[config.mk]
export PLATFORM = sky130hd
export DESIGN_NAME = qmatmul_stream_flat
export DESIGN_NICKNAME = d
export VERILOG_FILES = /design/src/rtl/qmatmul_stream_if.sv /design/src/rtl/qmatmul_stream.sv /design/src/flat_wrapper.sv
export SDC_FILE = /design/constraint.sdc
export NUM_CORES = 1
export LEC_CHECK = 0
export CAP_MARGIN = 20
export CORE_AREA = 4 4 363 365
export DETAILED_ROUTE_END_ITERATION = 10
export DIE_AREA = 0 0 367 369
export PLACE_DENSITY = 0.46
export REMOVE_ABC_BUFFERS = 1
export SYNTH_ARGS = -nofsm -noshare
export SYNTH_HDL_FRONTEND = slang
export SYNTH_SLANG_ARGS = --single-unit
[constraint.sdc]
create_clock -name clk -period 29.1 [get_ports clk]
set_clock_uncertainty 0.2 [all_clocks]
set_input_delay 2.91 -clock clk [delete_from_list [all_inputs] [get_ports clk]]
set_output_delay 2.91 -clock clk [all_outputs]
set_load 0.02 [all_outputs]
[src/rtl/qmatmul_stream_if.sv]
// ============================================================================
// Module   : qmatmul_stream_if
// Load and result valid/ready channels of the streaming matrix multiplier.
// Revision : 1.0
// ============================================================================
`default_nettype none

interface qmatmul_stream_if #(
    parameter int W = 16
);
    logic         in_valid;
    logic         in_ready;
    logic [W-1:0] in_a;
    logic [W-1:0] in_b;
    logic         out_valid;
    logic         out_ready;
    logic [W-1:0] out_data;
    logic         out_last;

    modport slave (
        input  in_valid, in_a, in_b, out_ready,
        output in_ready, out_valid, out_data, out_last
    );

    modport master (
        output in_valid, in_a, in_b, out_ready,
        input  in_ready, out_valid, out_data, out_last
    );
endinterface

`default_nettype wire

[src/rtl/qmatmul_stream.sv]
// ============================================================================
// Module   : qmatmul_stream
// Streaming signed fixed-point NxN matrix multiply, C = A*B, one shared MAC.
// Revision : 1.0
// ============================================================================
`default_nettype none

module qmatmul_stream #(
    parameter int N = 4,
    parameter int W = 16,
    parameter int Q = 8
) (
    input  wire logic        clk,
    input  wire logic        reset,
    qmatmul_stream_if.slave  bus,
    output      logic        busy,
    output      logic        ovf
);
    localparam int c_CW = $clog2(N);
    localparam int c_IW = $clog2(N * N);
    localparam int c_AW = 2 * W - Q + $clog2(N) + 1;

    localparam logic [c_CW-1:0] c_LAST     = c_CW'(N - 1);
    localparam logic [c_IW-1:0] c_LAST_IDX = c_IW'(N * N - 1);
    localparam logic [c_IW-1:0] c_NI       = c_IW'(N);

    localparam logic signed [c_AW-1:0] c_SAT_MAX = {{(c_AW - W + 1){1'b0}}, {(W - 1){1'b1}}};
    localparam logic signed [c_AW-1:0] c_SAT_MIN = {{(c_AW - W + 1){1'b1}}, {(W - 1){1'b0}}};

    typedef enum logic [1:0] {
        S_LOAD = 2'd0,
        S_MAC  = 2'd1,
        S_EMIT = 2'd2
    } state_t;

    state_t r_state;
    state_t w_state_nxt;

    logic [W-1:0]           r_mem_a [N*N];
    logic [W-1:0]           r_mem_b [N*N];
    logic [c_IW-1:0]        r_load_idx;
    logic [c_CW-1:0]        r_i;
    logic [c_CW-1:0]        r_j;
    logic [c_CW-1:0]        r_k;
    logic signed [c_AW-1:0] r_acc;
    logic                   r_ovf;

    logic                   w_in_ready;
    logic                   w_out_valid;
    logic                   w_out_last;
    logic                   w_busy;
    logic                   w_load_fire;
    logic                   w_emit_fire;
    logic [c_IW-1:0]        w_a_addr;
    logic [c_IW-1:0]        w_b_addr;
    logic signed [W-1:0]    w_a_elem;
    logic signed [W-1:0]    w_b_elem;
    logic signed [2*W-1:0]  w_prod;
    logic signed [c_AW-1:0] w_term;
    logic [W-1:0]           w_sat;
    logic                   w_clamp;

    assign w_a_addr = c_IW'(r_i) * c_NI + c_IW'(r_k);
    assign w_b_addr = c_IW'(r_k) * c_NI + c_IW'(r_j);
    assign w_a_elem = r_mem_a[w_a_addr];
    assign w_b_elem = r_mem_b[w_b_addr];

    // Full-width product, then arithmetic shift: truncation rounds toward -inf.
    assign w_prod = (2*W)'(w_a_elem) * (2*W)'(w_b_elem);
    assign w_term = c_AW'(w_prod >>> Q);

    always_comb begin
        w_sat   = r_acc[W-1:0];
        w_clamp = 1'b0;
        if (r_acc > c_SAT_MAX) begin
            w_sat   = {1'b0, {(W - 1){1'b1}}};
            w_clamp = 1'b1;
        end else if (r_acc < c_SAT_MIN) begin
            w_sat   = {1'b1, {(W - 1){1'b0}}};
            w_clamp = 1'b1;
        end
    end

    always_ff @(posedge clk or posedge reset) begin
        if (reset) begin
            r_state <= S_LOAD;
        end else begin
            r_state <= w_state_nxt;
        end
    end

    always_comb begin
        w_state_nxt = r_state;
        w_in_ready  = 1'b0;
        w_out_valid = 1'b0;
        w_out_last  = 1'b0;
        w_busy      = 1'b0;
        case (r_state)
            S_LOAD: begin
                w_in_ready = 1'b1;
                if (bus.in_valid && (r_load_idx == c_LAST_IDX)) begin
                    w_state_nxt = S_MAC;
                end
            end
            S_MAC: begin
                w_busy = 1'b1;
                if (r_k == c_LAST) begin
                    w_state_nxt = S_EMIT;
                end
            end
            S_EMIT: begin
                w_busy      = 1'b1;
                w_out_valid = 1'b1;
                w_out_last  = (r_i == c_LAST) && (r_j == c_LAST);
                if (bus.out_ready) begin
                    w_state_nxt = w_out_last ? S_LOAD : S_MAC;
                end
            end
            default: w_state_nxt = S_LOAD;
        endcase
    end

    assign w_load_fire = bus.in_valid && w_in_ready;
    assign w_emit_fire = w_out_valid && bus.out_ready;

    // Operand storage carries no reset: every slot is rewritten by the next load.
    always_ff @(posedge clk) begin
        if (w_load_fire) begin
            r_mem_a[r_load_idx] <= bus.in_a;
            r_mem_b[r_load_idx] <= bus.in_b;
        end
    end

    always_ff @(posedge clk or posedge reset) begin
        if (reset) begin
            r_load_idx <= '0;
            r_i        <= '0;
            r_j        <= '0;
            r_k        <= '0;
            r_acc      <= '0;
            r_ovf      <= 1'b0;
        end else begin
            case (r_state)
                S_LOAD: begin
                    if (w_load_fire) begin
                        if (r_load_idx == '0) begin
                            r_ovf <= 1'b0;
                        end
                        if (r_load_idx == c_LAST_IDX) begin
                            r_load_idx <= '0;
                            r_i        <= '0;
                            r_j        <= '0;
                            r_k        <= '0;
                            r_acc      <= '0;
                        end else begin
                            r_load_idx <= r_load_idx + c_IW'(1);
                        end
                    end
                end
                S_MAC: begin
                    r_acc <= r_acc + w_term;
                    r_k   <= (r_k == c_LAST) ? '0 : r_k + c_CW'(1);
                end
                S_EMIT: begin
                    if (w_clamp) begin
                        r_ovf <= 1'b1;
                    end
                    if (w_emit_fire) begin
                        r_acc <= '0;
                        r_k   <= '0;
                        if (r_j == c_LAST) begin
                            r_j <= '0;
                            r_i <= (r_i == c_LAST) ? '0 : r_i + c_CW'(1);
                        end else begin
                            r_j <= r_j + c_CW'(1);
                        end
                    end
                end
                default: ;
            endcase
        end
    end

    assign bus.in_ready  = w_in_ready;
    assign bus.out_valid = w_out_valid;
    assign bus.out_last  = w_out_last;
    assign bus.out_data  = (r_state == S_EMIT) ? w_sat : '0;
    assign busy          = w_busy;
    assign ovf           = r_ovf;

endmodule

`default_nettype wire

[src/flat_wrapper.sv]
// flat-port wrapper written by rule: the top's interface ports become plain ports
module qmatmul_stream_flat 
#(
    parameter int N = 4,
    parameter int W = 16,
    parameter int Q = 8
)
  (clk, reset, busy, ovf, bus_in_valid, bus_in_a, bus_in_b, bus_out_ready, bus_in_ready, bus_out_valid, bus_out_data, bus_out_last);
  qmatmul_stream_if #(.W(W)) bus_i ();
  input  wire logic clk;
  input  wire logic reset;
  output      logic busy;
  output      logic ovf;
  input wire logic [$bits(bus_i.in_valid)-1:0] bus_in_valid;
  input wire logic [$bits(bus_i.in_a)-1:0] bus_in_a;
  input wire logic [$bits(bus_i.in_b)-1:0] bus_in_b;
  input wire logic [$bits(bus_i.out_ready)-1:0] bus_out_ready;
  output wire logic [$bits(bus_i.in_ready)-1:0] bus_in_ready;
  output wire logic [$bits(bus_i.out_valid)-1:0] bus_out_valid;
  output wire logic [$bits(bus_i.out_data)-1:0] bus_out_data;
  output wire logic [$bits(bus_i.out_last)-1:0] bus_out_last;
  assign bus_i.in_valid = bus_in_valid;
  assign bus_i.in_a = bus_in_a;
  assign bus_i.in_b = bus_in_b;
  assign bus_i.out_ready = bus_out_ready;
  assign bus_in_ready = bus_i.in_ready;
  assign bus_out_valid = bus_i.out_valid;
  assign bus_out_data = bus_i.out_data;
  assign bus_out_last = bus_i.out_last;
  qmatmul_stream #(.N(N), .W(W), .Q(Q)) u_core (.clk(clk), .reset(reset), .bus(bus_i), .busy(busy), .ovf(ovf));
endmodule
==> out/metrics.yaml, run 1 <==
cts:
  cts_root_buffer: "clkbuf_16"
  number_of_buffers_between_clock_root_and_the_deepest_sink: 3
  cts_setup_buffers: 0
  cts_tree: "yes"
  ctsResizeCount: 0
  clk_transition_reported_paths_ns: 0.07
  clk_latency_ns: 0.65
  cts_hold_buf: 0
  cts_htree_levels: 2
  cts_made_buffers: 59
  tritoncts_num_sinks: 552
timing:
  max_slew.worst_pin.slew_ns: 1.07
  minimum_clock_period_after_layout_ns: 12.15
  report.final.setup_viol: 0
  postLayoutSetupSlackWorst_ns: 16.95
  slew_viol_final: 0
  min_period_over_period: 0.418
  rsz_0062_raised_after_global_routing: "no"
  tns_ns: 0
  worst_slew_margin_rel: 0.287
  max_freq_mhz: 82.3
  hold_viol: 0
route:
  via_per_inst: 4.40
  drc_errors: 0
  totalWireLength_mm: 82.2
  route.vias.total: 17962
  wl_per_cell_um: 20.1
  final_antenna_net_count: 0
  drtPass1Iterations: 5
  detailedRoute.firstIterationViolations: 1057
logic_synthesis:
  synth.yosys.warnings: 0
  synth_edf_count: 512
  post-synth-top-area-cell: "edfxtp_1"
  synth.avg_cell_area_um2: 14.1
  synthesis.area_mm2: 0.0320
  ys_dominant_reg_cell: "edfxtp_1"
  count_of_different_cell_masters_after_synthesis: 67
  portion_of_synthesized_cell_area_occupied_by_the_leading_cell_type: 0.480
  synthTopCellsByArea: "edfxtp_1 48%, fa_1 16%, mux4_2 9.8%, ha_1 4.6%, inv_1 3.8%"
  ys_ff_latch: 552
  synthCells: 2270
  synthArstFlopShare: 0.0725
  yosysSeqAreaShare: 0.511
placed_design:
  io_buffers: 56
  pre_cts_slack_ns: 16.62
  gp_routability_congestion: 0.818
  dp.final_hpwl_mm: 53.6
worst_setup_path:
  worst_path_most_repeated_cell: "fa_1"
  worst-endpoint-arrival_ns: 12.49
  worstPathMaxFanout: 38
  crit_slowest_cell: "a2111oi_0"
  critPathLaunchType: "register"
  worst-setup-path-type: "register to register"
  critPathMaxStageDelay_ns: 0.84
  required_ns: 29.44
  worst_setup_path_end_kind: "register"
floorplan:
  initial_core_utilization: 0.249
  dieHeight_um: 369
  design.die.area_mm2: 0.135
  number_of_rows_created_at_floorplan: 132
  chipWidth_um: 367
  ioPinCount: 57
  core_mm2: 0.129
grt:
  number_of_global_route_vias_before_repair: 19482
  grt_usage: 0.121
  first_pass_grt_wire_length_mm: 126
  grt-ovfl-total: 0
  maximum_number_of_pins_on_one_net_before_global_route_repair: 67
  grt_antenna_before_repair: 8
final_layout:
  drive_gt1_frac: 0.135
  area_grow_syn2layout_pct: 15.3
  layout.nets: 2768
  regArea_mm2: 0.0164
  final.fill_count: 13012
  multi_input_gate_area_in_the_final_layout_mm2: 0.0142
job:
  maxCapViolCount: 0
outcome:
  status: "finished clean"
hold_path:
  min_path_type: "register to register"
==> synthesized netlist by cell type (3+ instances only) <==
cell      instances
mux2i_1          11
edfxtp_1        512
buf_1            18
nor3_1           14
a21boi_0          3
nor2b_1          19
nor4_1            3
nand2_1         190
a21oi_1          37
a22o_1            3
nand2b_1         26
and3_1            6
buf_2             5
a211oi_1          4
or3_1             4
o21bai_1          6
inv_1           326
xor2_1           19
nand3_1          26
ha_1            118
o21ai_0          51
and2_1           13
nor2_1          207
dfrtp_1          40
o41ai_1           4
fa_1            262
o21ai_1          13
mux4_2          139
o31ai_1          10
xnor2_1          32
o21a_1           18
nand4_1           7
clkbuf_1         56
or2_2             8
mux2_2            9
a22oi_1           4
a21o_1           13
==> worst max-delay path: cells and delay by family (launching register included) <==
family                   cells  cell delay (ns)
AND/OR/NAND/NOR              3             0.69
flip-flops                   1             0.82
multiplexers                 1             0.59
XOR/XNOR                     2             0.28
AO/OA/AOI/OAI               17             4.72
buffers and inverters        5             0.95
adder cells (fa/ha/maj)      8             3.68
==> routing by layer <==
metal	vias to the layer above	global-route usage	wire [um]
met5	-	0	47
met4	6	0.0277	1670
met3	117	0.0235	4450
met2	415	0.203	38900
met1	9362	0.163	37100
li1	8062	-	-
==> registers in the layout, summed over array words and instances (netlist names) <==
signal,cells
u_core.r_k,2
u_core.r_load_idx,4
u_core.r_j,2
u_core.r_i,2
u_core.r_acc,27
u_core.ovf,1
u_core.r_mem_b,256
u_core.r_state,2
u_core.r_mem_a,256
==> final timing paths <==
check                                 from          endpoint  slack [ns]  depth (start not counted)
setup / recovery             u_core.r_j[0]  u_core.r_acc[25]       16.95                         36
hold / removal             u_core.r_acc[4]   u_core.r_acc[4]        0.33                          2
setup reg to reg             u_core.r_j[0]  u_core.r_acc[25]       16.95                         36
hold reg to reg            u_core.r_acc[4]   u_core.r_acc[4]        0.33                          2
max in group asynchronous            reset     u_core.r_k[0]       25.70                          3
min in group asynchronous            reset     u_core.r_k[1]        2.54                          3
==> placed cells by master, fill, tap and decap left out, types with 7 or more instances in the layout <==
| cell | instances |
|---|---|
| mux4_2 | 139 |
| clkdlybuf4s50_1 | 56 |
| and2_1 | 13 |
| nor2_1 | 195 |
| o31ai_1 | 10 |
| mux2i_1 | 11 |
| buf_4 | 44 |
| a21o_1 | 13 |
| fa_1 | 262 |
| ha_1 | 118 |
| clkinv_2 | 10 |
| clkinv_1 | 13 |
| clkbuf_16 | 60 |
| nand3_1 | 26 |
| or2_2 | 8 |
| o21a_1 | 18 |
| clkbuf_1 | 10 |
| nor2_4 | 12 |
| nor3_1 | 11 |
| dfrtp_1 | 36 |
| mux2_2 | 9 |
| xor2_1 | 19 |
| o21ai_0 | 47 |
| xnor2_1 | 32 |
| nor2b_1 | 19 |
| inv_1 | 324 |
| o21ai_1 | 17 |
| a21oi_1 | 37 |
| nand2b_1 | 26 |
| edfxtp_1 | 512 |
| bufinv_16 | 10 |
| nand2_1 | 190 |
| nand4_1 | 7 |
==> final cells by class <==
cell class              instances  area share
clock buffers                  70      0.0417
flip-flops and latches        552       0.444
diodes                          5    0.000339
well taps                    1675      0.0568
clock inverters                42      0.0139
multi-input cells            1309       0.385
repair buffers                102      0.0252
inverters                     328      0.0334
==> cell families (layout without fill, tap and decap cells) <==
kind of cell,Yosys count,after routing,share of synthesized area
buffers and inverters,409,542,0.0485
muxes,160,160,0.105
adders and majority gates,380,380,0.210
xor gates and xnor gates,51,51,0.0139
AOI/OAI and AO/OA,188,188,0.0393
other,0,5,0
DFF,552,552,0.511
and+or+nand+nor,530,530,0.0717
==> metrics by stage <==
step	hold WS (ns)	cell area [um^2]	instances	utilization
2_1_floorplan	0.266	31700	2189	-
3_3_place_gp	0.301	34800	3963	0.270
3_5_place_dp	0.321	34800	3964	0.270
4_1_cts	0.335	36900	4076	0.286
5_1_grt	0.375	36900	4078	0.286
6_report	0.333	36900	4083	0.287
Power of run 1 is left out: the tool's default activity adds up to more than one toggle a clock period on the data nets, which glitch-free logic cannot reach.
==> run 2, diff against run 1 <==
==> constraint.sdc (replaced) <==
create_clock -name clk -period 12.5 [get_ports clk]
set_clock_uncertainty 0.2 [all_clocks]
set_input_delay 1.25 -clock clk [delete_from_list [all_inputs] [get_ports clk]]
set_output_delay 1.25 -clock clk [all_outputs]
set_load 0.02 [all_outputs]
==> run 2 against run 1 <==
Count of clock-buffer cells in the layout stayed put; global-route usage is 0.088 points lower; setup slack worse by 16 ns; non-clock buffer count is 8 higher; cell count is 0.12% higher; via count hardly changed; wire length is 0.12% higher; register-to-register slack worse by 16 ns; critical path depth is 1 lower; core utilization is 0.092 points lower; design area is 0.32% lower; flip-flop and latch count stayed put; highest routed layer unchanged.
==> out/metrics.yaml, run 2 (synthesis gave the netlist of run 1 again) <==
timing:
  report.final.setup_viol: 0
  slew_viol_final: 0
  hold_viol: 0
  rsz_0062_raised_after_global_routing: "no"
  min_period_over_period: 0.927
  worst_slew_margin_rel: 0.324
  max_freq_mhz: 86.3
  minimum_clock_period_after_layout_ns: 11.59
  max_slew.worst_pin.slew_ns: 1.01
cts:
  cts_root_buffer: "clkbuf_16"
  clk_latency_ns: 0.63
  cts_made_buffers: 58
  tritoncts_num_sinks: 552
  cts_hold_buf: 0
  number_of_buffers_between_clock_root_and_the_deepest_sink: 3
  cts_tree: "yes"
  clk_transition_reported_paths_ns: 0.07
  cts_htree_levels: 2
grt:
  grt-ovfl-total: 0
  number_of_global_route_vias_before_repair: 19723
  maximum_number_of_pins_on_one_net_before_global_route_repair: 58
  grt_usage: 0.121
  first_pass_grt_wire_length_mm: 125
  grt_antenna_before_repair: 11
worst_setup_path:
  worst_setup_path_end_kind: "register"
  worst-endpoint-arrival_ns: 11.87
  worstPathMaxFanout: 32
  critPathLaunchType: "register"
  reg2reg_slack_ns: 0.91
  required_ns: 12.78
  crit_slowest_cell: "dfrtp_4"
  worst-setup-path-type: "register to register"
  worst_path_most_repeated_cell: "fa_1"
  critPathMaxStageDelay_ns: 0.84
final_layout:
  drive_gt1_frac: 0.138
  stdcell_area_mm2: 0.0368
  core_util_final: 0.286
  final.fill_count: 13072
  layout.nets: 2775
  area_grow_syn2layout_pct: 14.9
  most_frequent_cells_in_the_layout: "512 x edfxtp_1, 324 x inv_1, 262 x fa_1"
  regArea_mm2: 0.0164
  layout.cells.most_common: "edfxtp_1"
  biggestRegsByFlops: "u_core.r_mem_a: 256 flops, u_core.r_mem_b: 256 flops, u_core.r_acc: 27 flops"
  multi_input_gate_area_in_the_final_layout_mm2: 0.0142
hold_path:
  min_path_type: "register to register"
route:
  detailedRoute.firstIterationViolations: 1124
  route.vias.total: 17952
  met1Wirelength_mm: 37.4
  detailroute.wirelength.met3_mm: 4.05
  wire_length_on_met2_mm: 39.3
  totalWireLength_mm: 82.3
  drc_errors: 0
  maxUsedRoutingLayer: "met5"
  wl_per_cell_um: 20.1
  via_per_inst: 4.39
  drtPass1Iterations: 5
  final_antenna_net_count: 0
floorplan:
  dieHeight_um: 369
  core_mm2: 0.129
  initial_core_utilization: 0.249
  design.die.area_mm2: 0.135
  chipWidth_um: 367
  number_of_rows_created_at_floorplan: 132
  ioPinCount: 57
placed_design:
  post_dp_cell_area_mm2: 0.0349
  dp.final_hpwl_mm: 54.4
  gp_routability_congestion: 0.828
  io_buffers: 56
job:
  maxCapViolCount: 0
outcome:
  status: "finished clean"
==> run 2: changes by cell type in the layout (fill, tap and decap cells not counted), moves of 3 or more <==
cell,before,now
buf_4,44,52
bufinv_16,10,5
clkinvlp_4,6,2
clkinv_1,13,10
clkinv_2,10,19
==> run 2: final cells by class <==
| class | count | area share |
|---|---|---|
| diodes | 5 | 0.000340 |
| clock buffers | 70 | 0.0412 |
| clock inverters | 39 | 0.00966 |
| inverters | 328 | 0.0335 |
| multi-input cells | 1309 | 0.386 |
| flip-flops and latches | 552 | 0.445 |
| well taps | 1675 | 0.0570 |
| repair buffers | 110 | 0.0269 |
==> run 2: critical path, delay by kind of cell, from the launching register on <==
family,cells,cell delay [ns]
XOR/XNOR,2,0.30
buffers and inverters,6,1.24
adder cells (fa/ha/maj),8,3.25
AND/OR/NAND/NOR,2,0.24
AO/OA/AOI/OAI,15,3.98
flip-flops,1,0.84
multiplexers,2,1.28
==> run 2: what timing repair did <==
action,CTS,global route
resized for setup,0,1
setup endpoints to repair,0,2
buffers inserted,0,1
==> run 2: worst paths after layout <==
path | depth (start not counted) | start | end
max in group asynchronous | 3 | reset | u_core.r_j[0]
worst min register to register | 2 | u_core.r_acc[1] | u_core.r_acc[1]
worst max-delay path | 35 | u_core.r_j[0] | u_core.r_acc[25]
worst max register to register | 35 | u_core.r_j[0] | u_core.r_acc[25]
worst min-delay path | 2 | u_core.r_acc[1] | u_core.r_acc[1]
min in group asynchronous | 3 | reset | u_core.r_acc[4]
==> run 2: per-layer routing <==
layer  GRT usage  vias to the layer above
met3      0.0222                      101
met1       0.162                     9425
met5           0                        -
li1            -                     8090
met2       0.204                      328
met4      0.0265                        8
==> run 2: per-stage QoR <==
step           std cells  setup slack (ns)  TNS (ns)  hold WS [ns]
4_1_cts             4082             0.543         0         0.326
3_3_place_gp        3971             0.583         0         0.299
6_report            4088             0.909         0         0.323
5_1_grt             4083             0.165         0         0.355
3_5_place_dp        3973             0.561         0         0.312
2_1_floorplan       2189            -0.252    -0.446         0.266
Power of run 2 is left out for the same reason.
==> run 3, diff against run 2 <==
--- a/config.mk
+++ b/config.mk
@@ -6,10 +6,10 @@
 export NUM_CORES = 1
 export LEC_CHECK = 0
 export CAP_MARGIN = 20
-export CORE_AREA = 4 4 363 365
+export CORE_AREA = 4 4 288 290
 export DETAILED_ROUTE_END_ITERATION = 10
-export DIE_AREA = 0 0 367 369
-export PLACE_DENSITY = 0.46
+export DIE_AREA = 0 0 292 294
+export PLACE_DENSITY = 0.62
 export REMOVE_ABC_BUFFERS = 1
 export SYNTH_ARGS = -nofsm -noshare
 export SYNTH_HDL_FRONTEND = slang
==> run 3 against run 2 <==
Flip-flop and latch count is the same; count of clock-buffer cells in the layout is 3 lower; die area shrank 37%; via count grew 0.61%; register-to-register slack improved by 0.07 ns; wire length shrank 10%; design area fell by 2.2%; hold slack got worse by 0.0064 ns.
==> out/metrics.yaml, run 3 (synthesis gave the netlist of run 1 again) <==
grt:
  groute.layer.met1.usage: 0.236
  maximum_number_of_pins_on_one_net_before_global_route_repair: 71
  grt_antenna_before_repair: 3
  gr-max-usage-layer: "met2"
  gr-usage-met3: 0.0312
  first_pass_grt_wire_length_mm: 115
  met2_usage: 0.290
  number_of_global_route_vias_before_repair: 19480
  grt-ovfl-total: 0
  grt_usage: 0.173
final_layout:
  core_util_final: 0.448
  area_grow_syn2layout_pct: 12.4
  layout.nets: 2773
  most_frequent_cells_in_the_layout: "512 x edfxtp_1, 324 x inv_1, 262 x fa_1"
  drive_gt1_frac: 0.134
  biggestRegsByFlops: "u_core.r_mem_a: 256 flops, u_core.r_mem_b: 256 flops, u_core.r_acc: 27 flops"
  layout.cells.most_common: "edfxtp_1"
worst_setup_path:
  bufs_and_invs_on_worst_path: 6
  r2r-start: "u_core.r_j[0]"
  worst-endpoint-arrival_ns: 11.79
  worstPathMaxFanout: 35
  critical_path.top_delay_family: "compound AO/OA/AOI/OAI gates"
  critPathMaxStageDelay_ns: 0.88
  required_ns: 12.77
  critPathLaunchType: "register"
  worst-setup-path-type: "register to register"
  worst_path_most_repeated_cell: "fa_1"
  worstSetupStartpoint: "u_core.r_j[0]"
  worst_setup_path_end_kind: "register"
  crit_slowest_cell: "dfrtp_4"
floorplan:
  dieHeight_um: 294
  core_mm2: 0.0803
  initial_core_utilization: 0.399
  design.die.area_mm2: 0.0858
  ioPinCount: 57
  chipWidth_um: 292
  number_of_rows_created_at_floorplan: 104
cts:
  cts_tree: "yes"
  cts_setup_buffers: 0
  number_of_buffers_between_clock_root_and_the_deepest_sink: 3
  tritoncts_num_sinks: 552
  cts_root_buffer: "clkbuf_16"
  clk_latency_ns: 0.64
  cts_htree_levels: 2
  cts_hold_buf: 0
  ctsResizeCount: 0
  clk_transition_reported_paths_ns: 0.06
  cts_made_buffers: 58
timing:
  tns_ns: 0
  hold_viol: 0
  min_period_over_period: 0.921
  postLayoutSetupSlackWorst_ns: 0.984
  minimum_clock_period_after_layout_ns: 11.52
  rsz_0062_raised_after_global_routing: "no"
  report.final.setup_viol: 0
  slew_viol_final: 0
  max_slew.worst_pin.slew_ns: 0.873
  timing.hold.ws_ns: 0.317
  worst_slew_margin_rel: 0.403
  max_freq_mhz: 86.8
placed_design:
  gp_routability_congestion: 0.899
  io_buffers: 56
  pre_cts_slack_ns: 0.854
  dp.final_hpwl_mm: 48.4
hold_path:
  min_path_type: "register to register"
  timing.hold.worst.start: "u_core.r_acc[14]"
route:
  wl_per_cell_um: 21.3
  via_per_inst: 5.21
  detailedRoute.firstIterationViolations: 1320
  route.vias.total: 18061
  drtPass1Iterations: 5
  drc_errors: 0
  totalWireLength_mm: 73.9
  final_antenna_net_count: 0
job:
  maxCapViolCount: 0
outcome:
  status: "finished clean"
run 3: cell count changes in the layout (fill, tap and decap cells not counted), moves of 2 or more:
cell,delta
diode_2,-2
clkbuf_8,-2
clkinv_2,-9
clkinv_1,+6
clkbuf_1,-2
buf_4,-2
run 3: stage by stage:
| stage | cells | instance area (um^2) |
|---|---|---|
| 6_report | 3465 | 36000 |
| 4_1_cts | 3460 | 35900 |
| 3_5_place_dp | 3355 | 34100 |
| 3_3_place_gp | 3355 | 34100 |
| 5_1_grt | 3462 | 36000 |
| 2_1_floorplan | 2189 | 31700 |
run 3: tightest hold or removal path, cell delays in order, from the launching register on:
cell,delay (ns)
dfrtp_1,0.37
nand2_1,0.06
o31ai_1,0.05
run 3: cell type report:
type | instances | area, um^2
sequential | 552 | 16400
timing repair buffer | 108 | 991
antenna | 3 | 7.51
multi-input combinational | 1309 | 14200
clock inverter | 38 | 344
clock buffer | 67 | 1510
fill | 7015 | 44300
tap | 1060 | 1330
inverter | 328 | 1230
run 3: worst paths after layout:
kind,endpoint,slack [ns],depth (start not counted)
max,u_core.r_acc[25],0.98,37
min,u_core.r_acc[14],0.32,2
max reg2reg,u_core.r_acc[25],0.98,37
min reg2reg,u_core.r_acc[14],0.32,2
max in group asynchronous,u_core.r_k[1],10.76,3
min in group asynchronous,u_core.r_acc[16],0.88,3
run 3: layer usage:
metal | vias up | part of all wire
li1 | 8067 | -
met1 | 9357 | 0.43
met2 | 532 | 0.49
met3 | 105 | 0.062
met4 | 0 | 0.019
met5 | - | 0
Power of run 3 is left out for the same reason.
